[src/rtl/ad5791_pkg.sv]
// AD5791 serializer shared definitions.
// Frame layout, register addresses and FSM state encoding.
package ad5791_pkg;

    localparam int FRAME_BITS = 24;
    localparam int DATA_BITS  = 20;

    localparam logic [2:0] ADDR_DAC  = 3'b001;
    localparam logic [2:0] ADDR_CTRL = 3'b010;

    typedef enum logic [1:0] {
        ST_INIT,
        ST_IDLE,
        ST_SHIFT,
        ST_GAP
    } state_t;

    function automatic logic [FRAME_BITS-1:0] mk_frame(
        input logic [2:0]           addr,
        input logic [DATA_BITS-1:0] data
    );
        return {1'b0, addr, data};
    endfunction

endpackage

[src/rtl/ad5791_sclk_gen.sv]
// AD5791 SCLK divider.
// Idles high; toggles every CLK_DIV cycles while enabled, with edge strobes.
module ad5791_sclk_gen #(
    parameter int CLK_DIV = 2
) (
    input  logic a_clk,
    input  logic reset,
    input  logic i_en,
    output logic o_sclk,
    output logic o_rise,
    output logic o_fall
);

    localparam logic [7:0] DIV_M1 = 8'(CLK_DIV - 1);

    logic [7:0] r_cnt;
    logic       r_sclk;
    logic       w_tick;

    assign w_tick = i_en && (r_cnt == DIV_M1);
    assign o_rise = w_tick && !r_sclk;
    assign o_fall = w_tick && r_sclk;
    assign o_sclk = r_sclk;

    // Half-period counter; disabling re-arms a full high phase
    always_ff @(posedge a_clk) begin
        if (reset || !i_en) begin
            r_cnt  <= 8'd0;
            r_sclk <= 1'b1;
        end else if (w_tick) begin
            r_cnt  <= 8'd0;
            r_sclk <= ~r_sclk;
        end else begin
            r_cnt  <= r_cnt + 8'd1;
        end
    end

endmodule

[src/rtl/ad5791_serializer.sv]
// AD5791 multi-channel SPI serializer.
// Shared SCLK/SYNC, one SDIN lane per DAC, control frame after reset.
module ad5791_serializer
    import ad5791_pkg::*;
#(
    parameter int NUM_DAC  = 4,
    parameter int CLK_DIV  = 2,
    parameter int SYNC_GAP = 4
) (
    input  logic                         a_clk,
    input  logic                         reset,
    input  logic [NUM_DAC*DATA_BITS-1:0] s_dac_data,
    input  logic                         s_dac_valid,
    output logic                         s_dac_ready,
    input  logic [DATA_BITS-1:0]         cfg_word,
    input  logic                         cfg_req,
    output logic                         PMD_clk,
    output logic                         PMD_sync,
    output logic [NUM_DAC-1:0]           PMD_dac,
    output logic                         busy,
    output logic [31:0]                  frame_count
);

    // GAP lasts SYNC_GAP-1 cycles; the IDLE cycle supplies the last high cycle
    localparam logic [7:0] GAP_LOAD = (SYNC_GAP > 1) ? 8'(SYNC_GAP - 2) : 8'd0;

    state_t                r_state;
    state_t                w_state_next;
    logic [FRAME_BITS-1:0] r_sr [NUM_DAC];
    logic                  r_sync;
    logic                  r_is_dac;
    logic                  r_cfg_pend;
    logic [4:0]            r_nfall;
    logic [7:0]            r_gap;
    logic [31:0]           r_frame_count;

    logic w_load;
    logic w_load_cfg;
    logic w_cfg_take;
    logic w_frame_end;
    logic w_sclk;
    logic w_rise;
    logic w_fall;
    logic w_shift_en;

    assign w_shift_en = (r_state == ST_SHIFT);

    ad5791_sclk_gen #(
        .CLK_DIV (CLK_DIV)
    ) u_sclk (
        .a_clk  (a_clk),
        .reset  (reset),
        .i_en   (w_shift_en),
        .o_sclk (w_sclk),
        .o_rise (w_rise),
        .o_fall (w_fall)
    );

    // State register
    always_ff @(posedge a_clk) begin
        if (reset) r_state <= ST_INIT;
        else       r_state <= w_state_next;
    end

    // Next state and frame load/end strobes
    always_comb begin
        w_state_next = r_state;
        w_load       = 1'b0;
        w_load_cfg   = 1'b0;
        w_cfg_take   = 1'b0;
        w_frame_end  = 1'b0;
        unique case (r_state)
            ST_INIT: begin
                w_load       = 1'b1;
                w_load_cfg   = 1'b1;
                w_state_next = ST_SHIFT;
            end
            ST_IDLE: begin
                if (r_cfg_pend) begin
                    w_load       = 1'b1;
                    w_load_cfg   = 1'b1;
                    w_cfg_take   = 1'b1;
                    w_state_next = ST_SHIFT;
                end else if (s_dac_valid) begin
                    w_load       = 1'b1;
                    w_state_next = ST_SHIFT;
                end
            end
            ST_SHIFT: begin
                if (w_rise && (r_nfall == 5'(FRAME_BITS))) begin
                    w_frame_end  = 1'b1;
                    w_state_next = (SYNC_GAP > 1) ? ST_GAP : ST_IDLE;
                end
            end
            ST_GAP: begin
                if (r_gap == 8'd0) w_state_next = ST_IDLE;
            end
            default: w_state_next = ST_INIT;
        endcase
    end

    // Sticky control-write request; repeated pulses collapse into one
    always_ff @(posedge a_clk) begin
        if (reset) r_cfg_pend <= 1'b0;
        else       r_cfg_pend <= cfg_req | (r_cfg_pend & ~w_cfg_take);
    end

    // Lane shift registers, SYNC and falling-edge count
    always_ff @(posedge a_clk) begin
        if (reset) begin
            for (int k = 0; k < NUM_DAC; k++) r_sr[k] <= '0;
            r_sync   <= 1'b1;
            r_nfall  <= 5'd0;
            r_is_dac <= 1'b0;
        end else if (w_load) begin
            for (int k = 0; k < NUM_DAC; k++) begin
                r_sr[k] <= w_load_cfg ? mk_frame(ADDR_CTRL, cfg_word)
                         : mk_frame(ADDR_DAC, s_dac_data[k*DATA_BITS +: DATA_BITS]);
            end
            r_sync   <= 1'b0;
            r_nfall  <= 5'd0;
            r_is_dac <= ~w_load_cfg;
        end else begin
            if (w_rise) begin
                for (int k = 0; k < NUM_DAC; k++) r_sr[k] <= {r_sr[k][FRAME_BITS-2:0], 1'b0};
            end
            if (w_fall)      r_nfall <= r_nfall + 5'd1;
            if (w_frame_end) r_sync  <= 1'b1;
        end
    end

    // Inter-frame gap timer
    always_ff @(posedge a_clk) begin
        if (reset)                                    r_gap <= 8'd0;
        else if (w_frame_end)                         r_gap <= GAP_LOAD;
        else if (r_state == ST_GAP && r_gap != 8'd0)  r_gap <= r_gap - 8'd1;
    end

    // Completed DAC-register frames, counted as SYNC rises
    always_ff @(posedge a_clk) begin
        if (reset)                        r_frame_count <= 32'd0;
        else if (w_frame_end && r_is_dac) r_frame_count <= r_frame_count + 32'd1;
    end

    // Lane MSBs drive SDIN
    always_comb begin
        PMD_dac = '0;
        for (int k = 0; k < NUM_DAC; k++) PMD_dac[k] = r_sr[k][FRAME_BITS-1];
    end

    assign s_dac_ready = (r_state == ST_IDLE) && !r_cfg_pend;
    assign busy        = (r_state != ST_IDLE);
    assign PMD_clk     = w_sclk;
    assign PMD_sync    = r_sync;
    assign frame_count = r_frame_count;

endmodule

[config.mk]
export PLATFORM = sky130hd
export DESIGN_NAME = ad5791_serializer
export DESIGN_NICKNAME = d
export VERILOG_FILES = /design/src/rtl/ad5791_pkg.sv /design/src/rtl/ad5791_sclk_gen.sv /design/src/rtl/ad5791_serializer.sv
export SDC_FILE = /design/constraint.sdc
export NUM_CORES = 1
export LEC_CHECK = 0
export BUFFER_PORTS_ARGS = -buffer_cell sky130_fd_sc_hd__buf_2
export CAP_MARGIN = 20
export CORE_MARGIN = 4
export CORE_UTILIZATION = 40
export CTS_CLUSTER_DIAMETER = 80
export DETAILED_ROUTE_END_ITERATION = 8
export MAX_ROUTING_LAYER = met4
export PLACE_DENSITY = 0.64
export SYNTH_ARGS = -nofsm -noshare
export SYNTH_HDL_FRONTEND = slang
export SYNTH_SLANG_ARGS = --single-unit
[constraint.sdc]
create_clock -name a_clk -period 5 [get_ports a_clk]
set_clock_uncertainty 0.2 [all_clocks]
set_input_delay 1 -clock a_clk [delete_from_list [all_inputs] [get_ports a_clk]]
set_output_delay 1 -clock a_clk [all_outputs]
set_load 0.1 [all_outputs]
Yosys cells after proc, flatten, opt, wreduce, memory -nomap -nowiden:

Memory sizes are Yosys's and may differ from the RTL's.
Index checks and enable logic that the tools add are counted.

* register bits after elaboration: 59
* bits in writable memories: 96
* output and inout port bits: 40
* logic and storage cells: 95
* memories: 1

* add/subtract/negate cells: 4
* equality and inequality tests: 9
* muxes and demuxes: 38
* bitwise logic cells: 13
* reduce and logical (&&, ||, !) cells: 20

Memory list
* r_sr: words 4, width 24, read ports 4, clocked after memory_dff 0, wr ports 4, line ad5791_serializer.sv:29 `logic [FRAME_BITS-1:0] r_sr [NUM_DAC];`

Operators with widths (count)
* 2-to-1 mux 24 bit: 8
* 2-to-1 mux 22 bit: 4
* adder 32 x 1 -> 32 bit (second input constant): 1
* 2-to-1 mux 1 bit: 17
* 2-to-1 mux 2 bit: 6
* bitwise OR 1 bit: 9
* adder 8 x 1 -> 8 bit (second input constant): 1
* == test 8 x 1 -> 1 bit (second input constant): 1
* zero test 8 bit: 1
* one-hot mux 2 bit (4 select lines): 1
* nonzero test 8 bit: 1
* subtractor 8 x 1 -> 8 bit (second input constant): 1
* logical AND 1 bit: 7
* OR reduction 2 bit: 3
* adder 5 x 1 -> 5 bit (second input constant): 1
* == test 5 bit (second input constant): 1
* == test 2 bit (second input constant): 2
* != test 2 bit (second input constant): 2
* one-hot mux 1 bit (2 select lines): 2
* nonzero test 2 bit: 2
* zero test 1 bit: 3
* != test 3 bit (second input constant): 1
* NOT 1 bit: 3
* AND reduction 3 bit: 1
* other kinds (5): 5

Depth between registers and ports, before layout:

Gate-level depths: netlist of run 1.

* word-level depth: 8
* depth in mapped cells: 8
* depth with buffers taken out: 6

Cells and area by module:

A second synthesis of run 1 with hierarchy kept.

* cells, all modules: 592
* area, all modules: 7029.2 µm²

Modules (own cells, without submodules)
* ad5791_serializer: times used 1, cells an instance 548, area an instance 6595.1 µm², seq. area each 3843.7 µm²
* ad5791_sclk_gen: times used 1, cells an instance 44, area an instance 434.2 µm², seq. area each 180.2 µm²

Worst setup path before layout of run 1:

No wires, ideal clock.

* kind: register -> register
* start point: register u_sclk.r_cnt[0]
* end point: memory r_sr[0][10], enable pin
* setup time: 513 ps
* data arrival time: 4565 ps
* data required time: 4287 ps
* path slack: -278 ps
* cell stages (with the launch flop): 6
* cells stage by stage: dfxtp_1 > ha_1 > nor4b_4 > nand3_2 > clkbuf_1 > o21ai_0

RTL lines
* start: declaration: line ad5791_sclk_gen.sv:16 `logic [7:0] r_cnt;`
* start signal: assignment: line ad5791_sclk_gen.sv:34 `r_cnt <= r_cnt + 8'd1;`
* end: declaration: line ad5791_serializer.sv:29

==> out/qor.txt, run 1 <==
Peak VDD IR: 237.3 uV
CP required: 4.87 ns
Clk_lat worst skew: 0.42 ns
Inst Count DP: 932
Cells after Synth: 602
Tcrit/Tclk final: 63.33%
Initial antenna violation count: 2
Sum Neg Setup Slack: 0 ns
Register area share after synthesis: 56.53%
Hold Crit Class: flop to flop
Worst-margin pin slew: 0.8737 ns
RSZ-0062 raised after global routing: false
ANT nets after route: 0
First-pass DRT Iterations: 5
Endpoints failing setup: 0
CTS max path bufs: 2
Area grow syn2layout: 19.79%
CP Capture Type: flop
Fin. max-slew vios: 0
Starting Density: 41.01%
DR vias: 5552
Static Leak: 0.003417 uW
# rows: 48
GRT Residual Overflow: 0
CTS tree: done
Clk slew on worst S/H paths: 0.06 ns
Remaining DRCs: 0
Vias/cell: 5.747
Post-synth top area share: 38.81%
Clk sink count: 155
Slew headroom: 41.75%
Pwr/cell area: 319.1 nW/um^2
Kind of critical path: flop to flop
Seq cells post-synth: 155
Die area: 19990 sq um
HPWL after DPL: 12.07 mm
Worst Path Arrival: 3.04 ns
PortBufs: 143
H-Tree Depth: 4
CORE AREA: 17360 sq um
Distinct cell type count after synthesis: 52
Final WL: 17.66 mm
Filler cell count: 1558
First-pass GRT wire length: 28.43 mm
Fmax: 315.8 MHz
Area of the multi-input gates: 2867 sq um
Final GP Congestion: 0.8299
Die Width: 141.4 um
Largest cells by area after synthesis: edfxtp_1 39%, dfxtp_1 18%, a221o_1 11%
Register Area: 4024 sq um
Mapped Area: 7118 sq um
Synthesized area per cell: 11.82 sq um
CTS Hold Buffers Added: 0
Max FO, Critical Path: 28
Total GRT Usage: 18.30%
Largest net degree at the start of global routing: 86
Clock period minus worst slack: 3.166 ns
Top cells by count, synth: 92 x edfxtp_1, 76 x a221o_1, 63 x dfxtp_1
Post_cts resized: 0
FFs w/ async S/R, synth: 0%
EDFF count, synth: 92
Post-synth top flop: edfxtp_1
CTS buffer count: 17
Warnings, synthesis: 0
Final Non-Filler Cells: 966
Iter 0 DRT Violations: 349
Vias in the first global route: 5658
Total Nets Final: 837
Buffer count from post-CTS setup fixing: 0
Die height: 141.4 um
CTS root buffer: clkbuf_16
Outcome: finished clean
Fin. Hold Viols: 0
Post-synth top area cell: edfxtp_1
Ports: 144
Routed WL per cell: 18.28 um
Share of cells above drive strength 1: 26.93%
Max cap viols: 0
Most numerous cell in the Yosys netlist: edfxtp_1
Critical Path Source Type: flop
Syn_nets: 713
## where the power goes
part           switching [uW]  internal [uW]  total [uW]
logic                    86.0           62.0         148
registers                23.9           1410        1430
clock network             511            629        1140
## cell usage in the layout, fill, tap and decap left out, drive strengths merged, types with 9 or more instances in the layout
master	count
a21o	9
a21oi	28
a221o	76
and2	24
and3	9
buf	151
clkbuf	20
dfxtp	63
edfxtp	92
inv	14
mux2	13
nand2	25
nand3	16
nand4	12
nor2	34
nor2b	13
nor4	13
o21ai	15
o31ai	14
or3	9
or4	15
## sequential cells by signal, summed over array words and instances (netlist names), 2 cells and up
| signal | cells |
|---|---|
| r_gap | 8 |
| r_state | 2 |
| r_sr | 96 |
| frame_count | 32 |
| u_sclk.r_cnt | 8 |
| r_nfall | 5 |
## layout make-up
class	count	share of cell area [%]
timing repair buffer	151	9.244
inverter	13	0.5723
sequential	155	47.19
antenna	2	0.05869
multi-input combinational	388	33.62
clock buffer	20	5.121
clock inverter	12	0.8951
tap	225	3.302
## layer usage
metal / track usage, % / share of wire (%) / vias to the layer above
met5: - / 0 / -
met4: 3.990 / 0.73 / 0
met3: 5.123 / 7.7 / 11
met2: 28.52 / 47 / 208
met1: 24.08 / 44 / 2702
li1: - / - / 2631
## final timing paths
kind,slack [ns],depth (start not counted),from,end
worst max register to register,1.83,5,u_sclk.r_cnt[0]$_SDFF_PP0_,r_sr[3][20]$_DFFE_PP_
worst min register to register,0.26,2,r_sr[2][22]$_SDFFE_PP0P_,r_sr[2][23]$_SDFFE_PP0P_
worst min-delay path,0.26,2,r_sr[2][22]$_SDFFE_PP0P_,r_sr[2][23]$_SDFFE_PP0P_
worst max-delay path,1.83,5,u_sclk.r_cnt[0]$_SDFF_PP0_,r_sr[3][20]$_DFFE_PP_
## through the flow
| step | instance area (sq um) | utilization, % | setup WS [ns] | power, uW | hold WS, ns |
|---|---|---|---|---|---|
| floorplan | 7118 | - | 0.9660 | 1531 | 0.2285 |
| global placement | 8009 | 46.14 | 1.820 | 1605 | 0.2406 |
| detailed placement | 8009 | 46.14 | 1.737 | 1609 | 0.2549 |
| CTS | 8522 | 49.10 | 1.777 | 2750 | 0.2637 |
| global route | 8527 | 49.13 | 1.516 | 2824 | 0.2844 |
| finish | 8527 | 49.13 | 1.834 | 2721 | 0.2584 |
## worst max-delay path, cell delays in order (launching register included)
cell     delay, ns
dfxtp_1       0.42
ha_1          0.18
nor4b_4       0.41
nand3_2       0.44
o21ai_4       0.69
buf_4         0.48
## logic make-up after synthesis
| family | Yosys count | share of synthesized area (%) |
|---|---|---|
| simple gates | 195 | 16.54 |
| fa+ha+maj | 7 | 1.230 |
| flops | 155 | 56.53 |
| buf+inv | 59 | 3.709 |
| xor+xnor | 14 | 1.723 |
| mux | 15 | 2.338 |
| compound gates | 157 | 17.93 |
(Power assumes the default switching activity.)
==> run 2, diff against run 1 <==
- clock period: 5 -> 2.55 ns (I/O delays scaled with it)
==> out/qor.txt, run 2 (synthesis results as in run 1) <==
Outcome: finished clean
Vias/cell: 5.715
CTS tree: done
CP delay by family, top: simple AND/OR/NAND/NOR gates
Met1 WL: 7.671 mm
Die Width: 141.4 um
Static Leak: 0.003551 uW
CTS Hold Buffers Added: 0
Fmax: 416.9 MHz
Largest Register: r_sr
CP Capture Type: flop
H-Tree Depth: 4
CTS buffer count: 17
PortBufs: 143
Max FO, Critical Path: 16
Remaining DRCs: 0
# rows: 48
Peak VDD IR: 500.2 uV
R2R Setup Slk: 0.15 ns
CP max stage cell: nor4_1
Sum Neg Setup Slack: 0 ns
ANT nets after route: 0
Worst hold margin: 0.1016 ns
Tcrit/Tclk final: 94.06%
Largest net degree at the start of global routing: 86
Most frequent cells in the layout: 142 x buf_2, 92 x edfxtp_1, 76 x a221o_1
HPWL after DPL: 11.83 mm
Initial antenna violation count: 1
Share of cells above drive strength 1: 30.85%
Endpoints failing setup: 0
Worst path max stage delay: 0.39 ns
Die area: 19990 sq um
Fin. Hold Viols: 0
Worst Hold End: r_cfg_pend$_SDFF_PP0_
Pwr/cell area: 647.6 nW/um^2
Clock period minus worst slack: 2.399 ns
Reg2reg path depth: 7
Critical Path Source Type: flop
Hold Path Stages: 3
Max cap viols: 0
Reg-to-reg endpoint: frame_count[21]$_SDFFE_PP0P_
Final GP Congestion: 0.8549
Worst Hold Launch: cfg_req
Clk sink count: 155
Routed WL per cell: 17.71 um
Worst Path Arrival: 2.51 ns
Routed wl met2: 8.054 mm
Slew headroom: 63.97%
CTS max path bufs: 2
Final WL: 17.32 mm
Total GRT Usage: 17.52%
Met3 Wirelength: 1.335 mm
Worst-margin pin slew: 0.5405 ns
Total Nets Final: 850
Starting Density: 41.01%
Clk_lat worst skew: 0.42 ns
Kind of critical path: flop to flop
First-pass DRT Iterations: 5
RSZ-0062 raised after global routing: true
Ports: 144
Max reg flops: 96
CP required: 2.66 ns
Fin. max-slew vios: 0
Hold Crit Class: input port to flop
Crit path cell chain: inv_1 > ha_1 > nor4b_4 > buf_4 > nand3_2 > nor4_1 > mux2_2
CORE AREA: 17360 sq um
First-pass GRT wire length: 27.50 mm
GRT Residual Overflow: 0
CP bufs+invs: 2
Clk slew on worst S/H paths: 0.06 ns
Area grow syn2layout: 23.59%
CTS root buffer: clkbuf_16
Commonest non-fill, non-tap cell in the layout: buf_2
Iter 0 DRT Violations: 396
RR Startpoint: u_sclk.r_cnt[1]$_SDFF_PP0_
Vias in the first global route: 5477
DR vias: 5589
DR top layer: met4
Die height: 141.4 um
## run 2: worst max path at each step
| stage | start | to | slack, ns | cells after the start |
|---|---|---|---|---|
| global placement | u_sclk.r_cnt[1]$_SDFF_PP0_ | r_sr[3][14]$_DFFE_PP_ | 0.27 | 7 |
| finish | u_sclk.r_cnt[1]$_SDFF_PP0_ | frame_count[21]$_SDFFE_PP0P_ | 0.15 | 7 |
| global route | u_sclk.r_cnt[1]$_SDFF_PP0_ | frame_count[31]$_SDFFE_PP0P_ | -0.05 | 7 |
| CTS | r_state[0]$_SDFFE_PP0P_ | s_dac_ready | 0.11 | 3 |
| floorplan | u_sclk.r_cnt[1]$_SDFF_PP0_ | r_sr[0][10]$_DFFE_PP_ | -0.10 | 6 |
| detailed placement | u_sclk.r_cnt[1]$_SDFF_PP0_ | frame_count[31]$_SDFFE_PP0P_ | 0.12 | 7 |
## run 2: power by group
group | leakage (uW) | internal (uW) | switching (uW)
Sequential | 0.00153 | 2760 | 41.1
Clock | 0.000282 | 1550 | 1040
Combinational | 0.00173 | 135 | 177
## run 2: per-layer routing
layer / GRT usage (%) / vias to the layer above
li1: - / 2652
met5: - / -
met4: 5.253 / 0
met2: 27.39 / 220
met3: 3.977 / 19
met1: 22.98 / 2698
## run 2: stage by stage
stage               utilization [%]  setup slack [ns]  cells  power, uW  area (sq um)
floorplan                         -           -0.1045    602       3003          7171
global placement              47.20            0.2658    945       3162          8193
detailed placement            47.20            0.1222    945       3170          8193
CTS                           50.66            0.1082    977       5735          8792
global route                  50.68          -0.05361    978       5878          8797
finish                        50.68            0.1514    978       5697          8797
## run 2: area by class of cell
cell class,count,area (sq um)
Clock inverter,14,170.2
Timing Repair Buffer,164,950.9
Clock buffer,18,429.2
Sequential cell,155,4048
Inverter,13,48.80
Multi-Input combinational cell,388,2867
Tap cell,225,281.5
Antenna cell,1,2.502
Fill cell,1523,8559
## run 2: worst register-to-register path: cells and delay by family, from the launching register on
kind	cells	cell delay, ns
and+or+nand+nor	3	0.98
muxes	1	0.37
DFF	1	0.34
buffers and inverters	2	0.27
adders and majority gates	1	0.14
## run 2: timing repair
action,4_1_cts,5_1_grt
endpoints found under the setup margin,0,3
resized for setup,0,1
buffers inserted,0,0
==> run 3, diff against run 2 <==
- SETUP_SLACK_MARGIN: default -> 0.5
==> out/qor.txt, run 3 (synthesis results as in run 1) <==
Outcome: finished clean
RR Startpoint: r_nfall[0]$_SDFFE_PP0P_
Max cap viols: 0
GRT Residual Overflow: 0
Clk sink count: 155
Vias in the first global route: 5961
CTS Hold Buffers Added: 0
Endpoints failing setup: 0
Worst Path Arrival: 2.37 ns
Hold Path Stages: 3
Worst Hold End: r_cfg_pend$_SDFF_PP0_
First-pass DRT Iterations: 7
Clock period minus worst slack: 2.227 ns
Worst Setup SP: r_nfall[0]$_SDFFE_PP0P_
Die area: 19990 sq um
First-pass GRT wire length: 30.88 mm
Reg-to-reg endpoint: frame_count[9]$_SDFFE_PP0P_
CTS buffer count: 17
Largest net degree at the start of global routing: 85
Die height: 141.4 um
CP Capture Type: flop
Pwr/cell area: 545.3 nW/um^2
Final instance area: 10510 sq um
Kind of critical path: flop to flop
Initial antenna violation count: 3
Routed WL per cell: 20.37 um
DR vias: 6121
Final GP Congestion: 0.8494
Peak VDD IR: 511.9 uV
Starting Density: 41.01%
Ports: 144
Filler cell count: 1355
PortBufs: 143
Final worst slack: 0.3233 ns
Clk slew on worst S/H paths: 0.06 ns
Worst Hold Launch: cfg_req
Total GRT Usage: 20.03%
CTS max path bufs: 2
Worst-margin pin slew: 0.5800 ns
Hold Crit Class: input port to flop
Share of cells above drive strength 1: 45.13%
Commonest non-fill, non-tap cell in the layout: buf_2
RSZ-0062 raised after global routing: true
Total Nets Final: 929
ANT nets after route: 0
Clk_lat worst skew: 0.42 ns
HPWL after DPL: 12.47 mm
Core Util, Final: 60.55%
Die Width: 141.4 um
Area grow syn2layout: 47.64%
Final WL: 21.57 mm
Max FO, Critical Path: 5
Most frequent cells in the layout: 140 x buf_2, 92 x edfxtp_1, 76 x a221o_1
CTS tree: done
Vias/cell: 5.780
CTS root buffer: clkbuf_16
Fmax: 449.1 MHz
Largest Register: r_sr
Iter 0 DRT Violations: 341
Static Leak: 0.004458 uW
Crit path cell chain: inv_2 > ha_4 > and4bb_1 > nand4b_1 > buf_6 > buf_8 > buf_16 > or4_4 > a21oi_2
Remaining DRCs: 0
Sum Neg Setup Slack: 0 ns
Slew headroom: 61.24%
Tcrit/Tclk final: 87.32%
Max reg flops: 96
CP required: 2.69 ns
CORE AREA: 17360 sq um
Fin. max-slew vios: 0
R2R Setup Slk: 0.32 ns
Reg2reg path depth: 9
Fin. Hold Viols: 0
CP max stage cell: or4_4
Worst path max stage delay: 0.54 ns
Post-DP Area: 8437 sq um
# rows: 48
Critical Path Source Type: flop
H-Tree Depth: 4
Place WS: -0.01389 ns
## run 3: changes by cell type in the layout (fill, tap and decap cells not counted), moves of 8 or more
cell       before  now
dfxtp_1        44   24
buf_16          0    9
dfxtp_2        19   10
nor4_1          9    1
buf_4          15   44
dfxtp_4         0   29
mux2_1         11    1
buf_12          6   15
buf_6           0   12
mux2_4          0   12
nor4_4          0   11
clkbuf_16      17   32
## run 3: final cells by class
class                      count  area, sq um  share of cell area [%]
inverter                      13        48.80                  0.4643
clock inverter                12        138.9                   1.322
clock buffer                  20        446.7                   4.251
timing repair buffer         243         2200                   20.93
antenna                        3        7.507                 0.07144
sequential                   155         4145                   39.45
multi-input combinational    388         3241                   30.84
tap                          225        281.5                   2.679
## run 3: critical path: cells and delay by family (launching register included)
| kind | cells | cell delay (ns) |
|---|---|---|
| fa+ha+maj | 1 | 0.11 |
| simple gates | 3 | 0.89 |
| buf+inv | 4 | 0.48 |
| flops | 1 | 0.33 |
| compound gates | 1 | 0.13 |
## run 3: worst max path at each step
stage / endpoint / slack, ns / cells after the start
floorplan: r_sr[0][10]$_DFFE_PP_ / -0.10 / 6
global placement: r_sr[2][8]$_DFFE_PP_ / 0.10 / 5
detailed placement: r_sr[3][8]$_DFFE_PP_ / -0.01 / 5
CTS: frame_count[9]$_SDFFE_PP0P_ / 0.35 / 9
global route: frame_count[9]$_SDFFE_PP0P_ / 0.29 / 9
finish: frame_count[9]$_SDFFE_PP0P_ / 0.32 / 9
## run 3: through the flow
stage | total power (uW) | instances | hold slack (ns)
2_1_floorplan | 2978 | 602 | 0.2285
3_3_place_gp | 3141 | 951 | 0.2430
3_5_place_dp | 3148 | 951 | 0.2442
4_1_cts | 5712 | 1010 | 0.1035
5_1_grt | 5912 | 1059 | 0.1379
6_report | 5730 | 1059 | 0.1236
## run 3: layer usage
metal	GRT usage (%)	share of wire, %	up-vias	wire length [um]
met5	-	0	-	0
met4	5.909	1.0	0	216
met3	5.056	6.7	19	1438
met2	32.81	50	241	10870
met1	24.67	42	3028	9046
li1	-	-	2833	-
## run 3: what timing repair did
action / in CTS / in global routing
setup buffers: 18 / 29
setup endpoints to repair: 207 / 211
pin swaps: 27 / 81
gates resized for setup: 65 / 52
gates cloned: 9 / 17
## run 3: report_power, final
group	switching [uW]	internal, uW
registers	50.6	2730
logic	204	195
clock network	1070	1480
